===== config.mk =====
export PLATFORM = sky130hd
export DESIGN_NAME = etapa_if_id_skid
export DESIGN_NICKNAME = d
export VERILOG_FILES = /design/src/rtl/mips_pkg.sv /design/src/rtl/etapa_reg_entry.sv /design/src/rtl/etapa_if_id_skid.sv
export SDC_FILE = /design/constraint.sdc
export NUM_CORES = 1
export LEC_CHECK = 0
export CAP_MARGIN = 15
export CORE_ASPECT_RATIO = 1.25
export CORE_UTILIZATION = 47
export CTS_CLUSTER_SIZE = 16
export DETAILED_ROUTE_END_ITERATION = 7
export GPL_TIMING_DRIVEN = 0
export PLACE_DENSITY = 0.76
export REMOVE_ABC_BUFFERS = 1
export SLEW_MARGIN = 10
export SYNTH_ARGS = -nofsm -noshare
export SYNTH_HDL_FRONTEND = slang
export SYNTH_SLANG_ARGS = --single-unit
export TNS_END_PERCENT = 50

===== constraint.sdc =====
create_clock -name i_clk -period 7.87 [get_ports i_clk]
set_input_delay 1.9675 -clock i_clk [delete_from_list [all_inputs] [get_ports i_clk]]
set_output_delay 1.9675 -clock i_clk [all_outputs]
set_load 0.1 [all_outputs]

===== src/rtl/mips_pkg.sv =====
// Shared constants and helpers for the MIPS pipeline stage registers.
// Holds default widths, the bubble instruction and the IF/ID action selection.
package mips_pkg;

  localparam int unsigned NBITS_DEF     = 32;
  localparam int unsigned N_PC_DEF      = 2;
  localparam logic [31:0] NOP_INSTR_DEF = 32'h0000_0000;

  localparam int unsigned PC4_IDX = 0;
  localparam int unsigned PC8_IDX = 1;

  typedef enum logic [2:0] {
    ACT_FLUSH,
    ACT_DRAIN,
    ACT_LOAD,
    ACT_SKID,
    ACT_HOLD
  } stage_act_e;

  // Priority: flush, skid drain, main load, skid capture, hold.
  function automatic stage_act_e sel_act(input logic flush, input logic adv,
                                         input logic skid_valid, input logic xfer);
    if (flush)                 return ACT_FLUSH;
    else if (adv & skid_valid) return ACT_DRAIN;
    else if (adv)              return ACT_LOAD;
    else if (xfer)             return ACT_SKID;
    else                       return ACT_HOLD;
  endfunction

endpackage


===== src/rtl/etapa_reg_entry.sv =====
// One {valid, PC bus, instruction} holding register, falling-edge clocked.
// Valid and data have separate write enables so a flush can clear valid alone.
module etapa_reg_entry #(
  parameter int unsigned NBITS = 32,
  parameter int unsigned N_PC  = 2
) (
  input  logic                    i_clk,
  input  logic                    i_reset,
  input  logic                    i_we_valid,
  input  logic                    i_valid,
  input  logic                    i_we_data,
  input  logic [N_PC*NBITS-1:0]   i_PC,
  input  logic [NBITS-1:0]        i_Instruction,
  output logic                    o_valid,
  output logic [N_PC*NBITS-1:0]   o_PC,
  output logic [NBITS-1:0]        o_Instruction
);

  logic                  r_valid;
  logic [N_PC*NBITS-1:0] r_PC;
  logic [NBITS-1:0]      r_Instruction;

  always_ff @(negedge i_clk or posedge i_reset) begin
    if (i_reset) begin
      r_valid       <= 1'b0;
      r_PC          <= '0;
      r_Instruction <= '0;
    end else begin
      if (i_we_valid) r_valid <= i_valid;
      if (i_we_data) begin
        r_PC          <= i_PC;
        r_Instruction <= i_Instruction;
      end
    end
  end

  assign o_valid       = r_valid;
  assign o_PC          = r_PC;
  assign o_Instruction = r_Instruction;

endmodule


===== src/rtl/etapa_if_id_skid.sv =====
// IF/ID pipeline register with valid/ready handshake, stall, flush and a
// one-entry skid buffer so fetch can finish one transfer into a stalled decode.
module etapa_if_id_skid
  import mips_pkg::*;
#(
  parameter int unsigned      NBITS     = NBITS_DEF,
  parameter int unsigned      N_PC      = N_PC_DEF,
  parameter logic [NBITS-1:0] NOP_INSTR = NBITS'(NOP_INSTR_DEF)
) (
  input  logic                  i_clk,
  input  logic                  i_reset,
  input  logic                  i_valid,
  output logic                  o_ready,
  input  logic [N_PC*NBITS-1:0] i_PC,
  input  logic [NBITS-1:0]      i_Instruction,
  input  logic                  i_stall,
  input  logic                  i_flush,
  output logic                  o_valid,
  output logic [N_PC*NBITS-1:0] o_PC,
  output logic [NBITS-1:0]      o_Instruction,
  output logic                  o_skid_full
);

  logic                  w_main_valid;
  logic [N_PC*NBITS-1:0] w_main_PC;
  logic [NBITS-1:0]      w_main_Instruction;
  logic                  w_skid_valid;
  logic [N_PC*NBITS-1:0] w_skid_PC;
  logic [NBITS-1:0]      w_skid_Instruction;

  logic       w_adv;
  logic       w_xfer;
  stage_act_e w_act;

  logic                  w_main_we_valid;
  logic                  w_main_valid_d;
  logic                  w_main_we_data;
  logic                  w_main_src_skid;
  logic [N_PC*NBITS-1:0] w_main_PC_d;
  logic [NBITS-1:0]      w_main_Instruction_d;
  logic                  w_skid_we_valid;
  logic                  w_skid_valid_d;
  logic                  w_skid_we_data;

  // Ready depends only on skid occupancy, so no combinational loop to fetch.
  assign o_ready = ~w_skid_valid;
  assign w_xfer  = i_valid & o_ready;
  assign w_adv   = ~w_main_valid | ~i_stall;
  assign w_act   = sel_act(i_flush, w_adv, w_skid_valid, w_xfer);

  always_comb begin
    w_main_we_valid = 1'b0;
    w_main_valid_d  = 1'b0;
    w_main_we_data  = 1'b0;
    w_main_src_skid = 1'b0;
    w_skid_we_valid = 1'b0;
    w_skid_valid_d  = 1'b0;
    w_skid_we_data  = 1'b0;
    case (w_act)
      ACT_FLUSH: begin
        w_main_we_valid = 1'b1;
        w_skid_we_valid = 1'b1;
      end
      ACT_DRAIN: begin
        w_main_we_valid = 1'b1;
        w_main_valid_d  = 1'b1;
        w_main_we_data  = 1'b1;
        w_main_src_skid = 1'b1;
        w_skid_we_valid = 1'b1;
      end
      ACT_LOAD: begin
        w_main_we_valid = 1'b1;
        w_main_valid_d  = w_xfer;
        w_main_we_data  = w_xfer;
      end
      ACT_SKID: begin
        w_skid_we_valid = 1'b1;
        w_skid_valid_d  = 1'b1;
        w_skid_we_data  = 1'b1;
      end
      default: ;
    endcase
  end

  assign w_main_PC_d          = w_main_src_skid ? w_skid_PC : i_PC;
  assign w_main_Instruction_d = w_main_src_skid ? w_skid_Instruction : i_Instruction;

  etapa_reg_entry #(
    .NBITS (NBITS),
    .N_PC  (N_PC)
  ) u_main (
    .i_clk         (i_clk),
    .i_reset       (i_reset),
    .i_we_valid    (w_main_we_valid),
    .i_valid       (w_main_valid_d),
    .i_we_data     (w_main_we_data),
    .i_PC          (w_main_PC_d),
    .i_Instruction (w_main_Instruction_d),
    .o_valid       (w_main_valid),
    .o_PC          (w_main_PC),
    .o_Instruction (w_main_Instruction)
  );

  etapa_reg_entry #(
    .NBITS (NBITS),
    .N_PC  (N_PC)
  ) u_skid (
    .i_clk         (i_clk),
    .i_reset       (i_reset),
    .i_we_valid    (w_skid_we_valid),
    .i_valid       (w_skid_valid_d),
    .i_we_data     (w_skid_we_data),
    .i_PC          (i_PC),
    .i_Instruction (i_Instruction),
    .o_valid       (w_skid_valid),
    .o_PC          (w_skid_PC),
    .o_Instruction (w_skid_Instruction)
  );

  assign o_valid       = w_main_valid;
  assign o_PC          = w_main_PC;
  assign o_Instruction = w_main_valid ? w_main_Instruction : NOP_INSTR;
  assign o_skid_full   = w_skid_valid;

endmodule


==> results.json <==
{
  "fin_nets": 925,
  "ys_ff_latch": 194,
  "yosys.area.top_type_share_pct": 56.5,
  "clk_latency_ps": 400,
  "final_core_util_pct": 66.7,
  "cts_tree": "yes",
  "h-tree-depth": 4,
  "io_pins": 200,
  "top_usage_layer": "met2",
  "rsz0062_at_grt": "false",
  "core_sq_mm": 0.0176,
  "rows": 54,
  "critPathKind": "primary input to register",
  "dieArea_sq_mm": 0.0188,
  "maxCapViolCount": 0,
  "whs_path_depth": 1,
  "yosysUniqueCellTypes": 23,
  "slew-limit-headroom_pct": 30.9,
  "drt_iter0_markers": 405,
  "wirelength_microns": 22500,
  "fin_skew_ps": 6.35,
  "final_cell_mix": "194 x dfrtn_1, 99 x clkdlybuf4s50_1, 61 x dlygate4sd2_1",
  "grt_usage_pct": 25.2,
  "cts_root_buf": "clkbuf_16",
  "grt_use_met3_pct": 7.87,
  "finalWeightedCongestion": 0.707,
  "r2r_end": "u_skid.o_PC[8]",
  "status": "complete, no violations",
  "r2r_cells": 11,
  "tns_ps": 0,
  "yosysWarnings": 0,
  "final_common_cell": "dfrtn_1",
  "grt_pass1_vias": 6929,
  "route.detailed.drc": 0,
  "postRouteAntennaNets": 0,
  "p_total_mw": 3.38,
  "cts_made_buffers": 17,
  "cts_max_path_buffers": 2,
  "postCtsHoldBufs": 0,
  "antenna_found_initial": 0,
  "arrival_ps": 4040,
  "setup_viol": 0,
  "initial_core_util_pct": 48.7,
  "r2r_start": "u_skid.o_valid",
  "grt_use_met2_pct": 42.3,
  "min_to": "u_main.o_PC[30]",
  "drive_gt1_share_pct": 19.1,
  "cp-end-kind": "register",
  "start_kind": "primary input",
  "tightest_slew_ps": 1040,
  "r2r_slack_ps": 5170,
  "synth_area_leaders": "dfrtn_1 57%, mux2_2 7.3%, a221o_1 6.2%",
  "fillers": 1325,
  "vias": 6424,
  "path_clk_slew_ps": 50,
  "avgSynthCellArea_sq_um": 13.4,
  "worstPathMaxFanout": 33,
  "portBuffers": 199,
  "die_w_microns": 123,
  "slew_viol_final": 0,
  "wl_per_cell_microns": 21.2,
  "met1_usage_pct": 31.1,
  "syn_area_sq_mm": 0.00859,
  "hpwl_microns": 14700,
  "ir_drop_mv": 0.177,
  "drtPass1Iterations": 4,
  "grt_pass1_wl_microns": 37000,
  "die_y_microns": 153,
  "synth_top_area_cell": "dfrtn_1",
  "worstPathRequired_ps": 4180,
  "grt_max_degree": 122,
  "cts_sinks": 194,
  "finalHoldViolCount": 0,
  "syn_inst": 643,
  "p_per_area_mw_per_mm2": 287,
  "timing.final.ws_setup_ps": 136,
  "drt-vias-per-instance": 6.05,
  "synthToLayoutAreaGrowth_pct": 37.0,
  "min_path_type": "register to register",
  "yosysSeqAreaShare_pct": 56.5,
  "diodes": 0,
  "grt_overflow_total": 0,
  "pre_cts_slack_ps": -1240,
  "leakage_nw": 4.98,
  "hp-start": "u_main.o_PC[30]"
}
## cell usage after synthesis
| cell | instances |
|---|---|
| and2_1 | 33 |
| a32o_1 | 53 |
| mux2_1 | 40 |
| buf_4 | 1 |
| buf_2 | 10 |
| o21ai_1 | 1 |
| nand2_1 | 1 |
| mux2_2 | 56 |
| buf_1 | 4 |
| inv_1 | 2 |
| nor2_1 | 1 |
| dfrtn_1 | 194 |
| nand2b_1 | 1 |
| a21oi_1 | 1 |
| a221o_1 | 53 |
| o2bb2ai_1 | 43 |
| a21oi_2 | 1 |
| clkbuf_1 | 47 |
| nor2b_1 | 52 |
| nor3b_4 | 1 |
| buf_6 | 4 |
| nor3_1 | 1 |
| a22oi_1 | 43 |
## flip-flops by register name, indices dropped and copies added (netlist names)
signal                cells
u_skid.o_valid            1
u_skid.o_PC              64
u_main.o_Instruction     32
u_main.o_PC              64
u_main.o_valid            1
u_skid.o_Instruction     32
## metal layers
metal  up-vias  share of wire (%)
li1       2869                  -
met3        12                7.3
met5         -                  0
met2       205                 51
met1      3338                 41
met4         0               0.95
## final cells by class
class	count	area, sq um	share of cell area, %
inverters	2	15.0	0.128
clock inverters	14	196	1.67
multi-input cells	381	3470	29.5
clock buffers	18	439	3.73
repair buffers	228	2510	21.3
flip-flops and latches	194	4850	41.3
well taps	224	280	2.38
## critical path: stages
cell and delay (ps):
clkbuf_4 350, nor2b_4 260, buf_12 200, nor3b_4 220, buf_4 150, buf_8 150, buf_8 170, buf_8 170
mux2_2 350
## stage by stage
stage / area, sq um / cells / hold WS [ps]
finish: 11800 / 1061 / 433
global route: 11800 / 1061 / 446
CTS: 11800 / 1061 / 437
floorplan: 8290 / 577 / 419
global placement: 10600 / 1000 / 428
detailed placement: 11100 / 1021 / 433
## power breakdown
part	total (mW)	internal, mW	switching (mW)
Sequential	1.37	1.24	0.135
Clock	0.924	0.520	0.404
Combinational	1.09	0.335	0.753
Total	3.38	2.09	1.29
## cells by family after synthesis
kind of cell           share of synthesized area (%)
AO/OA/AOI/OAI                                   20.7
buffers and inverters                           3.51
flip-flops                                      56.5
multiplexers                                    12.6
AND/OR/NAND/NOR                                 6.63
## worst max-delay path by stage
| stage | startpoint | endpoint | slack [ps] | cells after the start |
|---|---|---|---|---|
| 2_1_floorplan | i_reset | u_main.o_Instruction[0] | -3120 | 1 |
| 3_3_place_gp | i_valid | u_skid.o_PC[2] | -7420 | 4 |
| 3_5_place_dp | i_valid | u_skid.o_PC[8] | -1240 | 8 |
| 4_1_cts | u_main.o_PC[41] | o_PC[41] | 0.7 | 1 |
| 5_1_grt | i_flush | u_main.o_Instruction[4] | 60 | 6 |
| 6_report | i_valid | u_skid.o_PC[8] | 140 | 9 |
## repair_timing
item                       in CTS  in global routing
pin swaps                       0                  0
setup endpoints to repair     222                 31
setup buffers                   8                  0
gates resized for setup       164                  5
Note: power is estimated with default switching activity, not from simulation.
